`config.mk`:
```
export PLATFORM = sky130hd
export DESIGN_NAME = alu_req_arbiter
export DESIGN_NICKNAME = d
export VERILOG_FILES = /design/src/rtl/alu_pkg.sv /design/src/rtl/alu_rr_picker.sv /design/src/rtl/alu_req_arbiter.sv
export SDC_FILE = /design/constraint.sdc
export NUM_CORES = 1
export LEC_CHECK = 0
export BUFFER_PORTS_ARGS = -buffer_cell sky130_fd_sc_hd__buf_2
export CORE_MARGIN = 2
export CORE_UTILIZATION = 45
export DETAILED_ROUTE_END_ITERATION = 8
export GPL_TIMING_DRIVEN = 0
export PLACE_DENSITY = 0.9
export SYNTH_ARGS = -nofsm -noshare
export SYNTH_HDL_FRONTEND = slang
export SYNTH_HIERARCHICAL = 1
export SYNTH_SLANG_ARGS = --single-unit
```
`constraint.sdc`:
```
create_clock -name iClock -period 3.1 [get_ports iClock]
set_clock_uncertainty 0.15 [all_clocks]
set_input_delay 0.62 -clock iClock [delete_from_list [all_inputs] [get_ports iClock]]
set_output_delay 0.62 -clock iClock [all_outputs]
set_load 0.03 [all_outputs]
```
`src/rtl/alu_pkg.sv`:
```
// Shared mALU definitions: opcode encodings, arbiter FSM states, default datapath width.
// Opcodes 000..100 are logic ops (carry meaningless), 101..111 are arithmetic.
package alu_pkg;

    localparam int ALU_WIDTH = 16;

    localparam logic [2:0] ALU_OP_AND  = 3'b000;
    localparam logic [2:0] ALU_OP_OR   = 3'b001;
    localparam logic [2:0] ALU_OP_XOR  = 3'b010;
    localparam logic [2:0] ALU_OP_NOT  = 3'b011;
    localparam logic [2:0] ALU_OP_PASS = 3'b100;
    localparam logic [2:0] ALU_OP_ADD  = 3'b101;
    localparam logic [2:0] ALU_OP_SUB  = 3'b110;
    localparam logic [2:0] ALU_OP_INC  = 3'b111;

    localparam logic [2:0] ALU_OP_ARITH_MIN = 3'b101;

    typedef enum logic [1:0] {
        IDLE = 2'd0,
        EXEC = 2'd1,
        FLAG = 2'd2,
        RESP = 2'd3
    } arb_state_e;

    function automatic logic alu_is_arith(input logic [2:0] op);
        return op >= ALU_OP_ARITH_MIN;
    endfunction

endpackage

```
`src/rtl/alu_rr_picker.sv`:
```
// Round-robin one-hot pick: first set bit of valid at or after ptr, wrapping at NREQ-1.
// Latency: combinational. Backpressure: none, pure function of valid and ptr.
// Pointer values are always kept in 0..NREQ-1 by the caller.
module alu_rr_picker #(
    parameter int NREQ = 2,
    parameter int PTRW = $clog2(NREQ)
) (
    input  logic [NREQ-1:0] valid,
    input  logic [PTRW-1:0] ptr,
    output logic [NREQ-1:0] grant,
    output logic [PTRW-1:0] idx,
    output logic            any_vld
);

    logic [PTRW-1:0] cand;

    always_comb begin
        idx     = '0;
        any_vld = 1'b0;
        cand    = ptr;
        for (int i = 0; i < NREQ; i++) begin
            if (!any_vld && valid[cand]) begin
                any_vld = 1'b1;
                idx     = cand;
            end
            cand = (cand == PTRW'(NREQ - 1)) ? '0 : cand + 1'b1;
        end
        grant = any_vld ? (NREQ'(1) << idx) : '0;
    end

endmodule

```
`src/rtl/alu_req_arbiter.sv`:
```
// Shares one mALU between NREQ requesters; round-robin grant, optional grant lock (ALU_ARB_LOCK_EN).
// Latency: handshake edge -> response valid 3 cycles later; one op in flight, 1 op per 4 cycles max.
// Backpressure: response held until iRspReady; no new request accepted until it is taken.
module alu_req_arbiter
    import alu_pkg::*;
#(
    parameter int NREQ  = 2,
    parameter int WIDTH = ALU_WIDTH
) (
    input  logic                  iClock,
    input  logic                  iResetn,
    input  logic [NREQ-1:0]       iReqValid,
    output logic [NREQ-1:0]       oReqReady,
    input  logic [3*NREQ-1:0]     iReqOpcode,
    input  logic [WIDTH*NREQ-1:0] iReqA,
    input  logic [WIDTH*NREQ-1:0] iReqB,
`ifdef ALU_ARB_LOCK_EN
    input  logic [NREQ-1:0]       iReqLock,
`endif
    output logic [NREQ-1:0]       oRspValid,
    input  logic                  iRspReady,
    output logic [WIDTH-1:0]      oRspData,
    output logic                  oRspCarry,
    output logic                  oRspZero,
    output logic [WIDTH-1:0]      oAluA,
    output logic [WIDTH-1:0]      oAluB,
    output logic [2:0]            oAluOpcode,
    input  logic [WIDTH-1:0]      iAluAcc,
    input  logic                  iAluCarry,
    input  logic                  iAluZero
);

    localparam int PTRW = $clog2(NREQ);

    arb_state_e      state_q,    state_d;
    logic [PTRW-1:0] ptr_q,      ptr_d;
    logic [PTRW-1:0] grant_q,    grant_d;
    logic [2:0]      op_q,       op_d;
    logic [WIDTH-1:0] alu_a_q,   alu_a_d;
    logic [WIDTH-1:0] alu_b_q,   alu_b_d;
    logic [2:0]      alu_op_q,   alu_op_d;
    logic [WIDTH-1:0] rsp_data_q, rsp_data_d;
    logic            rsp_carry_q, rsp_carry_d;
    logic            rsp_zero_q,  rsp_zero_d;
    logic            lock_q,     lock_d;

    logic [NREQ-1:0] pick_vld;
    logic [NREQ-1:0] pick_grant;
    logic [PTRW-1:0] pick_idx;
    logic            pick_any;
    logic            req_hs;
    logic            req_lock;

    // A held lock narrows the candidate set to the previous owner only.
    always_comb begin
        pick_vld = iReqValid;
        req_lock = 1'b0;
`ifdef ALU_ARB_LOCK_EN
        if (lock_q) begin
            pick_vld = iReqValid & (NREQ'(1) << grant_q);
        end
        req_lock = iReqLock[pick_idx];
`endif
    end

    alu_rr_picker #(
        .NREQ (NREQ),
        .PTRW (PTRW)
    ) u_picker (
        .valid   (pick_vld),
        .ptr     (ptr_q),
        .grant   (pick_grant),
        .idx     (pick_idx),
        .any_vld (pick_any)
    );

    assign oReqReady = (state_q == IDLE && iResetn) ? pick_grant : '0;
    assign req_hs    = pick_any && (state_q == IDLE) && iResetn;

    assign oRspValid  = (state_q == RESP) ? (NREQ'(1) << grant_q) : '0;
    assign oRspData   = rsp_data_q;
    assign oRspCarry  = rsp_carry_q;
    assign oRspZero   = rsp_zero_q;
    assign oAluA      = alu_a_q;
    assign oAluB      = alu_b_q;
    assign oAluOpcode = alu_op_q;

    always_comb begin
        state_d     = state_q;
        ptr_d       = ptr_q;
        grant_d     = grant_q;
        op_d        = op_q;
        rsp_data_d  = rsp_data_q;
        rsp_carry_d = rsp_carry_q;
        rsp_zero_d  = rsp_zero_q;
        lock_d      = lock_q;
        // Issue regs are live only during EXEC; elsewhere the ALU sees a zero logic op.
        alu_a_d     = '0;
        alu_b_d     = '0;
        alu_op_d    = ALU_OP_AND;

        case (state_q)
            IDLE: begin
                if (req_hs) begin
                    grant_d  = pick_idx;
                    op_d     = iReqOpcode[3*pick_idx +: 3];
                    alu_op_d = iReqOpcode[3*pick_idx +: 3];
                    alu_a_d  = iReqA[WIDTH*pick_idx +: WIDTH];
                    alu_b_d  = iReqB[WIDTH*pick_idx +: WIDTH];
                    lock_d   = req_lock;
                    state_d  = EXEC;
                end
            end
            EXEC: begin
                rsp_data_d = iAluAcc;
                state_d    = FLAG;
            end
            FLAG: begin
                rsp_zero_d  = iAluZero;
                rsp_carry_d = iAluCarry & alu_is_arith(op_q);
                state_d     = RESP;
            end
            RESP: begin
                if (iRspReady) begin
                    state_d = IDLE;
                    if (!lock_q) begin
                        ptr_d = (grant_q == PTRW'(NREQ - 1)) ? '0 : grant_q + 1'b1;
                    end
                end
            end
            default: state_d = IDLE;
        endcase
    end

    always_ff @(posedge iClock) begin
        if (!iResetn) begin
            state_q     <= IDLE;
            ptr_q       <= '0;
            grant_q     <= '0;
            op_q        <= '0;
            alu_a_q     <= '0;
            alu_b_q     <= '0;
            alu_op_q    <= ALU_OP_AND;
            rsp_data_q  <= '0;
            rsp_carry_q <= 1'b0;
            rsp_zero_q  <= 1'b0;
            lock_q      <= 1'b0;
        end else begin
            state_q     <= state_d;
            ptr_q       <= ptr_d;
            grant_q     <= grant_d;
            op_q        <= op_d;
            alu_a_q     <= alu_a_d;
            alu_b_q     <= alu_b_d;
            alu_op_q    <= alu_op_d;
            rsp_data_q  <= rsp_data_d;
            rsp_carry_q <= rsp_carry_d;
            rsp_zero_q  <= rsp_zero_d;
            lock_q      <= lock_d;
        end
    end

endmodule

```
=== After elaboration in Yosys (flattened, before gate mapping) ===
Cells that the tools add are included.

* Add/sub/neg operators: 2
* Multipliers: 1
* $lt $le $gt $ge: 3
* Equality and inequality tests: 5
* Shifts and indexed selects: 5
* Multiplexer cells: 16
* Bitwise logic cells: 1
* Reductions and logical operators: 10

{| class="wikitable"
|+ Operators by type and width
! kind !! number
|-
| $shiftx 32x6->16 || 2
|-
| $mux 1 || 10
|-
| $mux 2 || 5
|-
| $pmux 2 s4 || 1
|-
| $reduce_and 2->1 || 3
|-
| $shiftx 6x4->3 || 1
|-
| $eq 2x2->1 const B || 2
|-
| $logic_and 1x1->1 || 4
|-
| $lt 1x2->1 const B || 2
|-
| $ne 2x2->1 const B || 2
|-
| $shl 1x1->2 const A || 2
|-
| $ge 3x3->1 const B || 1
|-
| $mul 2x1->3 const A || 1
|-
| $reduce_and 3->1 || 1
|-
| $add 1x1->1 const B || 2
|-
| $eq 2x1->1 const B || 1
|-
| $logic_not 2->1 || 1
|-
| $and 1x1->1 || 1
|-
| $logic_not 1->1 || 1
|}

* Bits in registers: 60
* Output and inout bits: 57
* Logic and storage cells: 53

=== Depth between registers and ports, before layout ===
Gate-level depths: netlist of run 1.

* Depth after elaboration: 10
* Mapped depth: 6
* Gate-level depth less buffers: 5

=== Modules after synthesis ===
Netlist of run 1, hierarchy kept.

{| class="wikitable"
|+ Modules (own cells, without submodules)
! module !! times used !! cells an instance !! area an instance (um^2) !! seq. area each (um^2)
|-
| alu_req_arbiter || 1 || 215 || 2356.0 || 1201.2
|-
| alu_rr_picker || 1 || 5 || 32.5 || 0.0
|}

=== Worst setup path after synthesis of run 1 ===
No wires, ideal clock.

* Kind: input port to output port
* Start: in iReqValid[0]
* End: out oReqReady[0]
* Arrival time: 1090 ps
* Path slack: 1240 ps
* Stages on the path: 2
* Buffers on the path: 0
* Cells stage by stage: a21boi_0 -> and3_1

* Word-level cells in the longest chain between the ends: 9

{| class="wikitable"
|+ Ends and longest elaborated chain
! element !! RTL line !! RTL
|-
| from (decl) || alu_req_arbiter.sv:12 || <nowiki>input logic [NREQ-1:0] iReqValid,</nowiki>
|-
| $mux 1 (not written as such) (2 in a row) || alu_rr_picker.sv:22 || <nowiki>if (!any_vld && valid[cand]) begin</nowiki>
|-
| $mux 1 || alu_rr_picker.sv:22 ||
|-
| $logic_not 1->1 || alu_rr_picker.sv:22 ||
|-
| $logic_and 1x1->1 || alu_rr_picker.sv:22 ||
|-
| $mux 1 || alu_rr_picker.sv:22 ||
|-
| $shl 1x1->2 || alu_rr_picker.sv:28 || <nowiki>grant = any_vld ? (NREQ'(1) << idx) : '0;</nowiki>
|-
| $mux 2 * || alu_rr_picker.sv:28 ||
|-
| $mux 2 * || alu_req_arbiter.sv:77 || <nowiki>assign oReqReady = (state_q == IDLE && iResetn) ? pick_grant : '0;</nowiki>
|-
| to (decl) || alu_req_arbiter.sv:13 || <nowiki>output logic [NREQ-1:0] oReqReady,</nowiki>
|}

Mark *: on every way between the ends. The rest lies on a longest branch, timed or not. The select of a mux whose other input is x is not followed.

=== Worst setup path after layout of run 1 ===
* Start: reg state_q[0]
* End: out oReqReady[1]

* Word-level cells in the longest chain between the ends: 3

{| class="wikitable"
|+ Ends and longest elaborated chain
! element !! RTL line !! RTL
|-
| from (decl) || alu_req_arbiter.sv:35 || <nowiki>arb_state_e state_q, state_d;</nowiki>
|-
| from (signal assigned) || alu_req_arbiter.sv:149 || <nowiki>state_q <= state_d;</nowiki>
|-
| $logic_not 2->1 || alu_req_arbiter.sv:77 ||
|-
| $logic_and 1x1->1 || alu_req_arbiter.sv:77 ||
|-
| $mux 2 || alu_req_arbiter.sv:77 ||
|}

Every way passes these cells.

==> run summary, run 1 <==
After floorplanning, the core was sized to cover 0.00511 mm2. In this run the vertical extent of the chip is 76.9 um. The total number of vias is 2084, and the count of endpoints failing hold in the final timing report is 0. Setup repair after global routing left no endpoint under its margin. In this run the critical register-to-register path is launched from ptr_q. The commonest cells after synthesis are 60 x sky130_fd_sc_hd__dfxtp_1, 54 x sky130_fd_sc_hd__mux2i_1, 37 x sky130_fd_sc_hd__nor2_1.

sky130_fd_sc_hd__dfxtp_1 takes more of the synthesized area than any other cell. Sequential elements use 50.3% of the synthesized area. For this run, the number of standard cells in the final layout without fillers is 453. The tree is rooted in a sky130_fd_sc_hd__clkbuf_8. Yosys printed 6 warnings.

The number of clock buffers added by TritonCTS is 9. After synthesis the cells add up to 0.00239 mm2. The effective utilization at floorplan is 46.8%, and the ratio of total power to cell area is 802 mW/mm2. The maximum fanout encountered on the critical timing path is 5, and the number of buffers inserted by hold repair at cts is 0.

In this run the most critical hold path is launched from oRspCarry. The aggregate routed wire length came out at 5.72 mm. Dividing the detail-routed wire length by the instance count gives 12.6 um.

In this run the horizontal extent of the chip is 76.9 um. In this run, synthesis inferred 0 flip-flops with an integrated enable. The wire-length estimate of the detail-placed layout is 4.52 mm. Summed over all layers, the global routing overflow is 0. TritonCTS built the clock tree. Dividing the synthesized area by the synthesized cell count gives 10.9 um2.

The run gives 1.73 nW as the reported leakage power. Entering global routing, the biggest net connects 11 pins. The worst setup path is captured at a primary output. Number of antenna violations at the first check in global routing: 0. The run finished with clean final reports. The average via count per standard cell came out at 4.60. The worst setup path is of the flop to primary output kind. In this run the core area contains 26 standard-cell rows. The number of slew-limit violations in the final report is 0, and the highest achievable clock rate is 451 MHz. For the worst-skew pair, the clock arrives at the later sink with an insertion delay of 310 ps. The slowest stage of the critical path belongs to the cell sky130_fd_sc_hd__dfxtp_1. The tools report the worst vdd rail ir drop as 0.396 mV.

The area growth from synthesis to layout is 43.6%. For the via count of the first global-routing pass, the log shows 2178. By area the synthesized netlist is led by sky130_fd_sc_hd__dfxtp_1 50%, sky130_fd_sc_hd__mux2i_1 23%, sky130_fd_sc_hd__nor2_1 5.8%. The count of antenna-violating nets left after detailed routing is 0. In the final design database the tool counted 478 nets.

The area of the die was 0.00591 mm2. The H-tree was split into 3 levels. The tools report the first-pass iteration count of the detailed router as 4. The min-delay analysis places its worst path in the category flop to flop. Clock-pin slew was measured on the worst setup and hold paths at 60 ps. After clock tree synthesis, the setup repair step added 0 buffers. The type of element launching the critical path was a flop. Broken down by cell family, the worst path's largest delay share belongs to flip-flops. The logs give 0.815 for the placer congestion estimate and 0 for the number of antenna diodes. Setup violations remaining at the end of the flow were counted as 0.

The tools report the launch point of the critical path as state_q[0]. The number of buffers and inverters on the critical path came out at 2. The run gives 220 as the number of standard cells after synthesis. The run gives 439 as the number of placed instances with taps included. In the final layout, the share of cells above drive strength 1 is 46.2%. After layout, the minimum clock period comes to 2220 ps.

Count of routing violations after the opening detailed-route iteration: 32. Main flop type after synthesis: sky130_fd_sc_hd__dfxtp_1. The delay of the slowest cell on the worst path is 340 ps. For the synthesized netlist net count, the log shows 318. Setup total negative slack on the finished layout was measured at 0 ps. The maximum count of clock buffers along a single path was 2.

CTS saw 60 sinks. The number of synthesized register bits was 60. The first global-routing pass estimated 9.59 mm of wire. For the overall track demand over capacity in global routing, the log shows 20.3%. After synthesis, the netlist uses 24 different library cells. The proportion of synthesized flip-flops having asynchronous set or reset works out to 0%.

In this run the count of I/O pins placed on the die edge is 150. sky130_fd_sc_hd__dfxtp_1 is the most common cell in the netlist. In this run the biggest area consumer among cell types represents 50.3% of the synthesized area.

The logs give 2330 ps for the required time of the critical path and 80.7% for the tightest slew margin relative to the limit. Max-cap violations in this run came to 0. The number of buffers added on ports was 149; the measured slew at the worst slew-check pin was 290 ps. Counting the fill cells in the layout gives 411. The count of instances resized after the clock tree is built came out at 0. The logs give 0 for the number of remaining DRC errors and 1450 ps for the data arrival at the endpoint of the critical path. The share of the clock period used by the worst path works out to 71.6%. Walking the worst path, the cells encountered are inv_1, ha_1, and3_1, buf_2.
## worst paths after layout
check / endpoint / slack (ps) / cells past startpoint
setup / recovery: oReqReady[1] / 880 / 4
hold / removal: oRspCarry / 330 / 2
setup reg to reg: oAluB[7] / 1530 / 6
hold reg to reg: oRspCarry / 330 / 2
## per-layer routing
| layer | wire, um | track usage, % | vias up |
|---|---|---|---|
| met1 | 2250 | 21.9 | 930 |
| met4 | 147 | 10.2 | 0 |
| li1 | - | - | 1049 |
| met5 | 0 | 0 | - |
| met2 | 2920 | 36.5 | 91 |
| met3 | 402 | 5.41 | 14 |
## metrics by stage
step | area [um2] | total power, mW | setup slack (ps) | utilization [%] | hold WS, ps
floorplan | 2390 | 1.76 | 1240 | - | 304
global placement | 3220 | 2.02 | 1090 | 63.1 | 316
detailed placement | 3220 | 2.05 | 1080 | 63.1 | 322
CTS | 3430 | 2.78 | 851 | 67.2 | 336
global route | 3430 | 2.92 | 773 | 67.2 | 364
finish | 3430 | 2.75 | 882 | 67.2 | 333
## flip-flops by register name (all words and copies together) (netlist names)
signal / count
oRspZero: 1
oAluA: 16
grant_q: 1
oAluOpcode: 3
state_q: 2
ptr_q: 1
oRspCarry: 1
oAluB: 16
oRspData: 16
op_q: 3
## logic make-up after synthesis
kind of cell	after synthesis	share of synthesized area, %
simple gates	69	14.1
flops	60	50.3
mux	54	22.6
buf+inv	18	6.65
compound gates	14	3.67
fa+ha+maj	5	2.62
## worst register-to-register path: cells and delay by family, from the launching register on
kind                   cells  cell delay, ps
AOI/OAI and AO/OA          1             210
DFF                        1             350
buffers and inverters      3             450
and+or+nand+nor            1              70
muxes                      1             240
## cells in the final DEF (no fill, tap or decap)
cell type,Yosys,layout
sky130_fd_sc_hd__a21boi_0,4,4
sky130_fd_sc_hd__a21oi_1,3,3
sky130_fd_sc_hd__and2_1,2,2
sky130_fd_sc_hd__and3_1,2,2
sky130_fd_sc_hd__buf_2,0,149
sky130_fd_sc_hd__buf_6,6,6
sky130_fd_sc_hd__buf_8,4,4
sky130_fd_sc_hd__bufinv_16,0,1
sky130_fd_sc_hd__clkbuf_1,1,1
sky130_fd_sc_hd__clkbuf_2,1,1
sky130_fd_sc_hd__clkbuf_8,0,13
sky130_fd_sc_hd__dfxtp_1,60,60
sky130_fd_sc_hd__ha_1,5,5
sky130_fd_sc_hd__inv_1,6,6
sky130_fd_sc_hd__mux2i_1,54,54
sky130_fd_sc_hd__nand2_1,5,5
sky130_fd_sc_hd__nand3_1,1,1
sky130_fd_sc_hd__nand3_4,1,1
sky130_fd_sc_hd__nand3b_1,1,1
sky130_fd_sc_hd__nand4_1,1,1
sky130_fd_sc_hd__nor2_1,37,37
sky130_fd_sc_hd__nor2b_1,17,17
sky130_fd_sc_hd__o21ai_0,3,3
sky130_fd_sc_hd__o21ai_1,3,3
sky130_fd_sc_hd__o22ai_2,1,1
sky130_fd_sc_hd__or2_1,1,1
sky130_fd_sc_hd__or2_2,1,1
## where the power goes
group	internal, mW	total [mW]	switching (mW)	leakage [nW]
clock	0.450	0.723	0.273	0.108
sequential	0.933	0.996	0.0626	0.492
combinational	0.398	1.03	0.636	1.13
total	1.78	2.75	0.971	1.73
## cell type report
cell class / count / area, um2 / share of cell area (%)
Inverter: 6 / 22.5 / 0.656
Timing Repair Buffer: 149 / 746 / 21.7
Clock buffer: 13 / 179 / 5.22
Multi-Input combinational cell: 142 / 1030 / 30.0
Sequential cell: 60 / 1200 / 35.0
Buffer: 12 / 136 / 3.98
Tap cell: 70 / 87.6 / 2.55
Clock inverter: 1 / 30.0 / 0.875
Power figures use the tool's default switching activity.
==> run 2, diff against run 1 <==
--- a/config.mk
+++ b/config.mk
@@ -5,12 +5,13 @@
 export SDC_FILE = /design/constraint.sdc
 export NUM_CORES = 1
 export LEC_CHECK = 0
+export ABC_AREA = 1
 export BUFFER_PORTS_ARGS = -buffer_cell sky130_fd_sc_hd__buf_2
 export CORE_MARGIN = 2
-export CORE_UTILIZATION = 45
+export CORE_UTILIZATION = 38
 export DETAILED_ROUTE_END_ITERATION = 8
 export GPL_TIMING_DRIVEN = 0
-export PLACE_DENSITY = 0.9
+export PLACE_DENSITY = 0.82
 export SYNTH_ARGS = -nofsm -noshare
 export SYNTH_HDL_FRONTEND = slang
 export SYNTH_HIERARCHICAL = 1
==> constraint.sdc (replaced) <==
create_clock -name iClock -period 2 [get_ports iClock]
set_clock_uncertainty 0.15 [all_clocks]
set_input_delay 0.4 -clock iClock [delete_from_list [all_inputs] [get_ports iClock]]
set_output_delay 0.4 -clock iClock [all_outputs]
set_load 0.03 [all_outputs]
==> run 2 against run 1 <==
  * Non-clock buffer count grew 3
  * Largest power group unchanged
  * Total power increased by 66%
  * Global-route usage is 1.1 points lower
  * First-iteration DRC count rose to 2.6 times the previous value
  * Largest cell class unchanged
  * Highest routed layer unchanged
  * Critical path depth unchanged
==> run summary, run 2 <==
For the tightest slew margin relative to the limit, the log shows 77.8% (was 80.7%). The count of unique library cells instantiated by Yosys was 16 (was 24). The detailed-routing wirelength on met1 is 2.77 mm (was 2.25 mm), and the average wire per standard cell is 12.2 um (was 12.6 um).

The type of element launching the critical path was a flop (unchanged). The die outline height came out at 83.1 um (was 76.9 um). Reported leakage power: 1.85 nW (was 1.73 nW).

Count of routing violations after the opening detailed-route iteration: 82 (was 32). The overall track demand over capacity in global routing came out at 19.3% (was 20.3%). Number of synthesized register bits: 60 (unchanged). The register cell area after layout was 0.00120 mm2 (unchanged). The post-synthesis instance area came out at 0.00238 mm2 (was 0.00239 mm2).

TritonCTS built the clock tree. The first-pass iteration count of the detailed router was 4 (unchanged). Topmost layer with routed signal wires: met4 (unchanged). The clock-pin slew on the worst setup and hold paths came out at 60 ps (about the same). The placer congestion estimate is 0.834 (was 0.815), and the proportion of netlist area held by the largest area contributor is 50.5% (was 50.3%). The count of endpoints failing hold in the final timing report was 0 (unchanged). Counting I/O delays and the setup requirement, the final critical path takes 1870 ps. The logs give 0 (unchanged) for the number of antenna diodes and 548 (was 411) for the count of fill cells added during filler insertion.

Highest achievable clock rate: 534 MHz. The total number of vias was 2432 (was 2084); the maximum number of pins on one net before global-route repair was 11 (unchanged). The number of synthesized flops with an enable pin is 0 (unchanged). The number of standard cells after synthesis was 296 (was 220); the total overflow reported by the global router was 0 (unchanged). For the count of pins on the block boundary, the log shows 150 (unchanged).

The run gives 0.784 mV (was 0.396 mV) as the worst vdd rail ir drop. The global-route wire length before repair was 10.8 mm (was 9.59 mm); the total number of nets in the final design was 554 (was 478). The flow ran to the end, and the final reports show no timing, DRC or antenna violations.

The tools report the category of the worst setup path capture point as a primary output (unchanged). The count of standard-cell rows came out at 28 (was 26). The final non-filler cell total is 536 (was 453). The slack of the worst reg-to-reg path came out at 450 ps (was 1530 ps). Most frequent standard cell in the layout excluding fill and tap cells: sky130_fd_sc_hd__buf_2 (unchanged). The ratio of total power to cell area was 1320 mW/mm2 (was 802 mW/mm2); the TritonCTS buffer count was 9 (unchanged).

Leading cell types in the layout, fill and taps excluded: 158 x sky130_fd_sc_hd__buf_2, 87 x sky130_fd_sc_hd__nand2_1, 60 x sky130_fd_sc_hd__dfxtp_1, 43 x sky130_fd_sc_hd__nor2_1, 30 x sky130_fd_sc_hd__a21oi_2 (was 149 x sky130_fd_sc_hd__buf_2, 60 x sky130_fd_sc_hd__dfxtp_1, 54 x sky130_fd_sc_hd__mux2i_1, 37 x sky130_fd_sc_hd__nor2_1, 17 x sky130_fd_sc_hd__nor2b_1). The logs give 0.00346 mm2 (was 0.00343 mm2) for the total non-filler cell area in the finished layout and 0.00322 mm2 (about the same) for the total cell area at the placement stage. The run gives 394 (was 318) as the synthesized netlist net count. The maximum fanout encountered on the critical timing path is 4 (was 5), and the via count of the first global-routing pass is 2488 (was 2178). The average via count per standard cell was 4.54 (was 4.60); the number of buffers inserted by hold repair at cts was 0 (unchanged). Leading post-synthesis cells by instance count: 87 x sky130_fd_sc_hd__nand2_1, 60 x sky130_fd_sc_hd__dfxtp_1, 43 x sky130_fd_sc_hd__nor2_1 (was 60 x sky130_fd_sc_hd__dfxtp_1, 54 x sky130_fd_sc_hd__mux2i_1, 37 x sky130_fd_sc_hd__nor2_1).

Area contributors post-synth: sky130_fd_sc_hd__dfxtp_1 50%, sky130_fd_sc_hd__nand2_1 14%, sky130_fd_sc_hd__a21oi_2 11% (was sky130_fd_sc_hd__dfxtp_1 50%, sky130_fd_sc_hd__mux2i_1 23%, sky130_fd_sc_hd__nor2_1 5.8%). The tools report the number of buffers inserted by post-CTS setup repair as 0 (unchanged). Most used standard cell by instance count after synthesis: sky130_fd_sc_hd__nand2_1 (was sky130_fd_sc_hd__dfxtp_1). The number of slew-limit violations in the final report is 0 (unchanged). The number of buffers added on ports works out to 149 (unchanged).

The tools report the clock latency on the worst-skew pair as 340 ps (was 310 ps). The run gives 4.99 mm (was 4.52 mm) as the sum of net half-perimeters after detailed placement. The average instance area after synthesis is 8.04 um2 (was 10.9 um2).

The width of the chip works out to 83.1 um (was 76.9 um). The tools report the routed wire length on met3 as 568 um (was 402 um). The data arrival at the endpoint of the critical path was 1320 ps (was 1450 ps). The setup-violating endpoint count in the final report is 0 (unchanged), and the effective utilization at floorplan is 39.7% (was 46.8%).

The run gives 6.55 mm (was 5.72 mm) as the aggregate routed wire length. The required time of the critical path came out at 1450 ps (was 2330 ps). The root buffer cell was sky130_fd_sc_hd__clkbuf_8 (unchanged).

The max-cap check violation count came out at 0 (unchanged). The type of the worst setup path is flop to primary output (unchanged). The worst hold slack after final layout is 139 ps (was 333 ps). The sequential cell area fraction in the yosys report is 50.5% (was 50.3%). The final critical-path setup slack is 128 ps (was 882 ps).

The run gives 0 (unchanged) as the count of antenna-violating nets left after detailed routing. The sum of negative setup slack is 0 ps (unchanged), and the proportion of synthesized flip-flops having asynchronous set or reset is 0% (unchanged). For the number of remaining DRC errors, the log shows 0 (unchanged). Fraction of final layout cells sized beyond drive strength 1: 46.0% (was 46.2%). The number of antenna violations at the first check in global routing was 0 (unchanged); the maximum count of clock buffers along a single path was 2 (unchanged).

The worst min-delay path class is input port to flop (was flop to flop). The run gives 6 (unchanged) as the number of warnings printed during yosys synthesis. Depth of the CTS H-tree: 3 (unchanged). The run gives 520 (was 439) as the number of placed instances with taps included.

The combined area of the multi-input logic cells was 0.00102 mm2 (was 0.00103 mm2). For the pre-CTS worst setup slack, the log shows 293 ps (was 1080 ps). The measured slew at the worst slew-check pin is 333 ps (was 290 ps). The area growth from synthesis to layout came out at 45.7% (was 43.6%). The main flop type after synthesis is sky130_fd_sc_hd__dfxtp_1 (unchanged). The logs give 3.11 mm (was 2.92 mm) for the detailed route wirelength on metal2 and 0 (unchanged) for the count of instances resized after the clock tree is built.

The tools report the area of the die as 0.00691 mm2 (was 0.00591 mm2). The tools report the core footprint as 0.00599 mm2 (was 0.00511 mm2). Setup repair after global routing left no endpoint under its margin.

Dividing the final minimum period by the clock period gives 93.6%. Dominant cell type by area after synthesis: sky130_fd_sc_hd__dfxtp_1 (unchanged). The number of clock sinks is 60 (unchanged).
run 2: area by class of cell:
type	count	share of cell area, %
flip-flops and latches	60	34.7
multi-input cells	201	29.3
repair buffers	149	21.6
clock buffers	11	3.79
clock inverters	5	2.89
plain buffers	15	2.85
well taps	75	2.71
inverters	20	2.17
run 2: cell families after synthesis:
family,Yosys count,share of synthesized area (%)
and+or+nand+nor,134,21.6
AOI/OAI and AO/OA,62,18.0
DFF,60,50.5
buffers and inverters,35,7.31
adders and majority gates,5,2.63
run 2: routing by layer:
metal,up-vias,GRT usage (%)
li1,1247,-
met1,1069,21.7
met5,-,0
met3,9,7.26
met4,0,7.90
met2,107,32.8
run 2: power breakdown:
group          internal (mW)  switching, mW
Clock                  0.825          0.472
Sequential              1.47          0.124
Combinational          0.528           1.14
run 2: worst max-delay path: stages (launching register included):
cell                      delay [ps]
sky130_fd_sc_hd__dfxtp_1         410
sky130_fd_sc_hd__ha_1            210
sky130_fd_sc_hd__inv_1            60
sky130_fd_sc_hd__nor2_1          100
sky130_fd_sc_hd__buf_2           210
run 2: worst paths after layout:
check,from,end,depth (start not counted)
max,state_q[0],oRspValid[0],4
min,iAluAcc[12],oRspData[12],3
max reg2reg,state_q[1],oRspData[4],6
min reg2reg,op_q[0],op_q[0],2
run 2: per-stage QoR:
step	total power, mW	utilization, %
final	4.57	57.8
after global routing	4.83	57.8
after CTS	4.58	57.6
after detailed placement	3.27	53.7
after global placement	3.23	53.7
after floorplan	2.77	-
